$ cat src/rtl/regfile_pkg.sv
// Shared definitions for the multi-ported register file.
//   XLEN_D / NREGS_D : default data width and register count
//   reg_addr_t       : register index at the default size
//   xword_t          : data word at the default width
//   be_merge()       : byte-enable merge of a new word into an old one
package regfile_pkg;

  localparam int unsigned XLEN_D  = 32;
  localparam int unsigned NREGS_D = 32;
  localparam int unsigned AW_D    = $clog2(NREGS_D);

  // be_merge works on a wide container so any XLEN up to XLEN_MAX can use it.
  // Callers zero-extend into it and truncate back out.
  localparam int unsigned XLEN_MAX = 256;
  localparam int unsigned BE_MAX   = XLEN_MAX / 8;

  typedef logic [AW_D-1:0]     reg_addr_t;
  typedef logic [XLEN_D-1:0]   xword_t;
  typedef logic [XLEN_MAX-1:0] wide_word_t;
  typedef logic [BE_MAX-1:0]   wide_be_t;

  // Bytes with be[b]=1 come from new_w, the rest from old_w.
  function automatic wide_word_t be_merge(input wide_word_t old_w, input wide_word_t new_w,
                                          input wide_be_t be);
    wide_word_t res;
    res = old_w;
    for (int unsigned b = 0; b < BE_MAX; b++) begin
      if (be[b]) begin
        res[8*b +: 8] = new_w[8*b +: 8];
      end
    end
    return res;
  endfunction

endpackage

$ cat src/rtl/regfile_fwd.sv
// Forwarding network for one read port.
// Merges every same-cycle write that targets the read address into the stored word; later
// ports are applied after earlier ones so the highest-numbered port wins each byte.
//   rd_addr_i  : register being read
//   stored_i   : current stored contents of that register
//   wr_en_i    : write strobes, one per write port
//   wr_addr_i  : write destinations, port p in [p*AW +: AW]
//   wr_be_i    : byte enables, port p in [p*BW +: BW]
//   wr_data_i  : write data, port p in [p*XLEN +: XLEN]
//   fwd_data_o : stored word with same-cycle writes merged in
//   wr_hit_o   : 1 when any write port targets rd_addr_i this cycle
module regfile_fwd
  import regfile_pkg::*;
#(
  parameter  int unsigned XLEN   = XLEN_D,
  parameter  int unsigned NREGS  = NREGS_D,
  parameter  int unsigned NWRITE = 1,
  localparam int unsigned AW     = $clog2(NREGS),
  localparam int unsigned BW     = XLEN / 8
) (
  input  logic [AW-1:0]          rd_addr_i,
  input  logic [XLEN-1:0]        stored_i,
  input  logic [NWRITE-1:0]      wr_en_i,
  input  logic [NWRITE*AW-1:0]   wr_addr_i,
  input  logic [NWRITE*BW-1:0]   wr_be_i,
  input  logic [NWRITE*XLEN-1:0] wr_data_i,
  output logic [XLEN-1:0]        fwd_data_o,
  output logic                   wr_hit_o
);

  always_comb begin
    fwd_data_o = stored_i;
    wr_hit_o   = 1'b0;
    for (int unsigned p = 0; p < NWRITE; p++) begin
      if (wr_en_i[p] && (wr_addr_i[p*AW +: AW] == rd_addr_i)) begin
        wr_hit_o   = 1'b1;
        fwd_data_o = XLEN'(be_merge(XLEN_MAX'(fwd_data_o),
                                    XLEN_MAX'(wr_data_i[p*XLEN +: XLEN]),
                                    BE_MAX'(wr_be_i[p*BW +: BW])));
      end
    end
  end

endmodule

$ cat src/rtl/regfile_mp_sb.sv
// Multi-ported integer register file with write-through bypass, byte-enable writes and a
// per-register busy scoreboard. Reads are combinational and see same-cycle writes.
//   clk      : clock, all state updates on the rising edge
//   rstn     : synchronous active-low reset; clears data and busy bits
//   rd_addr  : read addresses, port i in [i*AW +: AW]
//   rd_data  : read data, port i in [i*XLEN +: XLEN]
//   rd_busy  : per read port, register has a pending (reserved, not yet written) value
//   wr_en    : write strobes per write port
//   wr_addr  : write destinations per write port
//   wr_be    : byte enables per write port
//   wr_data  : write data per write port
//   rsv_en   : reserve rsv_addr (set its busy bit)
//   rsv_addr : register to reserve
//   flush    : clear every busy bit, data untouched
module regfile_mp_sb
  import regfile_pkg::*;
#(
  parameter  int unsigned XLEN     = XLEN_D,
  parameter  int unsigned NREGS    = NREGS_D,
  parameter  int unsigned NREAD    = 2,
  parameter  int unsigned NWRITE   = 1,
  parameter  int unsigned ZERO_REG = 1,
  localparam int unsigned AW       = $clog2(NREGS),
  localparam int unsigned BW       = XLEN / 8
) (
  input  logic                   clk,
  input  logic                   rstn,
  input  logic [NREAD*AW-1:0]    rd_addr,
  output logic [NREAD*XLEN-1:0]  rd_data,
  output logic [NREAD-1:0]       rd_busy,
  input  logic [NWRITE-1:0]      wr_en,
  input  logic [NWRITE*AW-1:0]   wr_addr,
  input  logic [NWRITE*BW-1:0]   wr_be,
  input  logic [NWRITE*XLEN-1:0] wr_data,
  input  logic                   rsv_en,
  input  logic [AW-1:0]          rsv_addr,
  input  logic                   flush
);

  localparam bit HasZero = (ZERO_REG != 0);

  logic [XLEN-1:0]  mem_q [NREGS];
  logic [XLEN-1:0]  mem_d [NREGS];
  logic [NREGS-1:0] busy_q, busy_d;
  logic [NREGS-1:0] wr_hit;

  // Per-register write merge; ports applied in ascending order so the highest port wins a byte.
  always_comb begin
    for (int unsigned r = 0; r < NREGS; r++) begin
      mem_d[r]  = mem_q[r];
      wr_hit[r] = 1'b0;
      for (int unsigned p = 0; p < NWRITE; p++) begin
        if (wr_en[p] && (wr_addr[p*AW +: AW] == AW'(r))) begin
          wr_hit[r] = 1'b1;
          mem_d[r]  = XLEN'(be_merge(XLEN_MAX'(mem_d[r]),
                                     XLEN_MAX'(wr_data[p*XLEN +: XLEN]),
                                     BE_MAX'(wr_be[p*BW +: BW])));
        end
      end
      if (HasZero && (r == 0)) begin
        mem_d[r] = '0;
      end
    end
  end

  // Scoreboard priority: flush, then reserve (new producer), then write completion.
  always_comb begin
    busy_d = busy_q;
    for (int unsigned r = 0; r < NREGS; r++) begin
      if (flush) begin
        busy_d[r] = 1'b0;
      end else if (rsv_en && (rsv_addr == AW'(r)) && !(HasZero && (r == 0))) begin
        busy_d[r] = 1'b1;
      end else if (wr_hit[r]) begin
        busy_d[r] = 1'b0;
      end
    end
  end

  always_ff @(posedge clk) begin
    if (!rstn) begin
      for (int unsigned r = 0; r < NREGS; r++) begin
        mem_q[r] <= '0;
      end
      busy_q <= '0;
    end else begin
      for (int unsigned r = 0; r < NREGS; r++) begin
        mem_q[r] <= mem_d[r];
      end
      busy_q <= busy_d;
    end
  end

  for (genvar i = 0; i < NREAD; i++) begin : g_rd
    logic [AW-1:0]   addr;
    logic [XLEN-1:0] fwd_data;
    logic            hit;
    logic            is_zero;

    assign addr    = rd_addr[i*AW +: AW];
    assign is_zero = HasZero && (addr == '0);

    regfile_fwd #(
      .XLEN   (XLEN),
      .NREGS  (NREGS),
      .NWRITE (NWRITE)
    ) u_fwd (
      .rd_addr_i  (addr),
      .stored_i   (mem_q[addr]),
      .wr_en_i    (wr_en),
      .wr_addr_i  (wr_addr),
      .wr_be_i    (wr_be),
      .wr_data_i  (wr_data),
      .fwd_data_o (fwd_data),
      .wr_hit_o   (hit)
    );

    assign rd_data[i*XLEN +: XLEN] = is_zero ? '0 : fwd_data;
    // A write in flight retires the pending value for readers in the same cycle.
    assign rd_busy[i] = ~is_zero & busy_q[addr] & ~hit;
  end

endmodule

$ cat config.mk
export PLATFORM = sky130hd
export DESIGN_NAME = regfile_mp_sb
export DESIGN_NICKNAME = d
export VERILOG_FILES = /design/src/rtl/regfile_pkg.sv /design/src/rtl/regfile_fwd.sv /design/src/rtl/regfile_mp_sb.sv
export SDC_FILE = /design/constraint.sdc
export NUM_CORES = 2
export LEC_CHECK = 0
export CAP_MARGIN = 20
export CORE_MARGIN = 4
export CORE_UTILIZATION = 35
export CTS_BUF_LIST = sky130_fd_sc_hd__clkbuf_8
export CTS_CLUSTER_DIAMETER = 120
export DETAILED_ROUTE_END_ITERATION = 12
export GPL_TIMING_DRIVEN = 0
export PLACE_DENSITY = 0.5
export RECOVER_POWER = 25
export SLEW_MARGIN = 15
export SYNTH_ARGS = -nofsm -noshare
export SYNTH_HDL_FRONTEND = slang
export SYNTH_SLANG_ARGS = --single-unit
$ cat constraint.sdc
create_clock -name clk -period 5.7 [get_ports clk]
set_input_delay 0.57 -clock clk [delete_from_list [all_inputs] [get_ports clk]]
set_output_delay 0.57 -clock clk [all_outputs]
set_load 0.05 [all_outputs]
==> results.md <==
- Required time of the critical path: 5.13 ns
- Startpoint type of the worst setup path: input pin
- Register bit total from synthesis: 1023
- Number of antenna violations at the first check in global routing: 23
- RSZ-0062 raised after global routing: false
- Final worst-path setup slack: -0.134 ns
- TritonCTS Sinks: 1023
- Portion of the post-synthesis area used by sequential elements: 0.568
- Critical register-to-register path startpoint: busy_q[9]
- EDFF count, synth: slightly below 1000
- Lkg Pwr: approximately 21 nW
- Cell taking the most area after synthesis: edfxtp_1
- Hold path startpoint: wr_data[30]
- I/O pin cnt: between 100 and 150
- First-iteration detailed-routing DRC count: slightly below 6000
- CTS tree: yes
- Kind of critical path: input pin to output port
- Leading post-synthesis cells by instance count: 992 x edfxtp_1, 579 x and2_1, 414 x mux4_2, 259 x nor2_1, 183 x clkbuf_1
- DRC errors left: 0
- GRT Residual Overflow: 0
- Total power per unit cell area: around 300 nW/um^2
- RR Endpoint: busy_q[9]
- Growth of design area from synthesis to finish: 14.3%
- Most frequent cell after synthesis: edfxtp_1
- Result of the run: complete, but fails checks
- Slew margin rel.: 0.198
- Actual slew at the worst max-slew pin: roughly 1.2 ns
- Top flip-flop cell by instance count after synthesis: edfxtp_1
- Final Hold Slack: between 0.15 and 0.2 ns
- Hold violation total from the final report: 0
- Overall die width: 399 um
- Mean Syn Cell Area: 14.8 sq um
- Post-layout utilization of the core: 0.403
- Sink of the worst hold path: mem_q[10][30]
- Cell count after synthesis: between 3000 and 4000
- Number of nets in the synthesized netlist: 3674
- Cells along the critical path: clkdlybuf4s50_1 > buf_2 > or3b_2 > clkbuf_1 > clkbuf_1 > nor2_1 > nor4_1 > nand3_1 > o21ai_1 > clkdlybuf4s50_1
- Inst Count DP: a little under 6000
- Die Height: between 300 and 400 um
- Top area cells in the synthesized netlist: edfxtp_1 56%, mux4_2 17%, and2_1 6.8%, mux2_2 3.7%, nor2_1 1.8%
- Post-Synthesis Cell Area: ~53000 sq um
- Async SR Flop Fraction: 0
- Longest Clk Path Bufs: 3
- Share of post-route cells with drive strength above 1: 0.264
- Per-cell routed wire length: a little under 40 um
- Detailed-route via count: 38300
- Final Max Slew Viols: 0
- Setup TNS after final layout: -0.332 ns
- Final-layout fill cell count: between 10000 and 15000
- Source of the critical timing path: rd_addr[4]
- TritonRoute pass-1 iters: 7
- Number of cells in the finished layout apart from fillers: slightly above 6000
- Fin crit share: 1.02
- Last weighted congestion value of the routability-driven placer: about 0.97
- Post-route antenna net violation count: 0
- Register-to-register path setup slack: 4.97 ns
- Routed WL: about 240000 um
- Max rail drop VDD: 0.178 mV
- Critical path's largest stage delay: 1.00 ns
- Largest fanout on the critical path: 10
- Maximum clock frequency: about 0.17 GHz
- Fin crit period: roughly 6 ns
- Via density per instance: 6.22
- Area fraction of the dominant cell type after synthesis: 0.557
- Clock root buffer: clkbuf_8
- Yosys Warn Count: 0
- Max_cap viols: 0
- Number of buffers created by CTS: 180
- Effective utilization at floorplan: 0.352
- Register-to-Register Path Depth: 2
- Clock slew at the register clock pins of the worst setup and hold paths: roughly 0.06 ns
- Violated checks: negative setup slack
- Via count of the first global-routing pass: 37400
- Final-report setup violation count: 5
- Clock latency at the later pin of the worst-skew pair: ~0.95 ns
- Pin count of the biggest net entering global routing: 17
- H-tree depth: 4
- Total Routing Usage GR: 0.294
- Global-route wire length before repair: about 320000 um
- Area of the placeable core: 152000 sq um
- Setup Skew: 0 ns
- Final HPWL DP: about 180000 um
- Die area: between 150000 and 200000 sq um
- Worst hold stages: 2
- Slowest cell on crit path: nor4_1
- Worst min-delay path category: input pin to flop
- Arrival time worst endpoint: ~5.3 ns
- Post-layout nets: around 4000
- Buffers added on ports: 86
- Pre-CTS setup slack: -0.217 ns
- Rows: approximately 140
- Number of distinct standard cells referenced by the synthesized netlist: 56
- CP Capture Type: output port
worst max-delay path: cells and delay by family:
kind	cells	cell delay, ns
and+or+nand+nor	4	1.53
AOI/OAI and AO/OA	1	0.16
buffers and inverters	5	2.98
state kept, by name, indices dropped and copies added (netlist names):
signal,cells
busy_q,31
mem_q,992
routing by layer:
layer  part of all wire  routed length, um  up-vias  track usage
met5            0.00019                 46        -            0
met4              0.050              11900        4        0.128
met3               0.12              28700      551       0.0955
met2               0.44             104000     2641        0.441
met1               0.39              92500    20000        0.392
li1                   -                  -    15000            -
per-stage QoR:
stage          total power [mW]  instance area (sq um)
6_report                   18.7                  61100
5_1_grt                    19.2                  61100
4_1_cts                    18.7                  61100
3_5_place_dp               12.2                  57700
3_3_place_gp               12.1                  56900
2_1_floorplan              10.8                  53500
worst max path at each step:
stage,endpoint,slack [ns]
floorplan,rd_data[11],2.48
global placement,rd_data[28],-0.35
detailed placement,rd_data[4],-0.22
CTS,rd_data[23],0.009
global route,rd_data[46],0.008
finish,rd_data[25],-0.13
cell type report:
type / count / area, sq um / area share
clock buffer: 185 / 2550 / 0.0416
inverter: 8 / 30.0 / 0.000491
multi-input combinational: 2264 / 21600 / 0.354
clock inverter: 138 / 749 / 0.0123
sequential: 1023 / 30400 / 0.497
antenna: 16 / 40.0 / 0.000655
tap: 2030 / 2540 / 0.0415
buffer: 318 / 1670 / 0.0273
timing repair buffer: 170 / 1530 / 0.0250
kinds of logic after synthesis:
family	count (synthesis)	share of synthesized area
compound gates	502	0.0624
xor+xnor	10	0.00164
buf+inv	326	0.0314
flops	1023	0.568
mux	669	0.227
simple gates	1083	0.109
power by group:
| part | switching (mW) | total (mW) | internal (mW) | leakage (nW) |
|---|---|---|---|---|
| clock network | 3.34 | 6.55 | 3.21 | 1.90 |
| logic | 2.05 | 3.15 | 1.10 | 9.01 |
| registers | 0.241 | 9.01 | 8.77 | 9.75 |
| total | 5.63 | 18.7 | 13.1 | 20.7 |
layout by cell type (no fill, tap or decap), types with 10 or more instances in the layout:
cell               n
o21ai_1          115
mux2_2           175
buf_6             47
nand3_1           38
a22o_1            24
inv_1             60
a21oi_1           30
diode_2           16
mux4_2           414
dfxtp_1           31
clkinv_2          25
buf_2             62
a221oi_1          62
o21ai_0           46
mux2i_1           60
o31ai_2           19
nor4_1            21
and2_1           551
nor2b_1           14
buf_4             88
clkbuf_8         185
clkbuf_1         183
nor2_1           258
a22oi_1           65
clkinv_1          40
o221ai_1          24
clkbuf_2          10
edfxtp_1         992
o22ai_1           52
and2_0            29
nand2_1          106
mux2_1            18
o21ai_2           22
clkdlybuf4s50_1   77
o31ai_1           13
nor3_1            30
what timing repair did:
action / 4_1_cts / 5_1_grt
buffers inserted: 0 / 3
resized for setup: 18 / 27
hold buffers: 0 / 0
setup endpoints to repair: 17 / 31
Power figures use the tool's default switching activity.
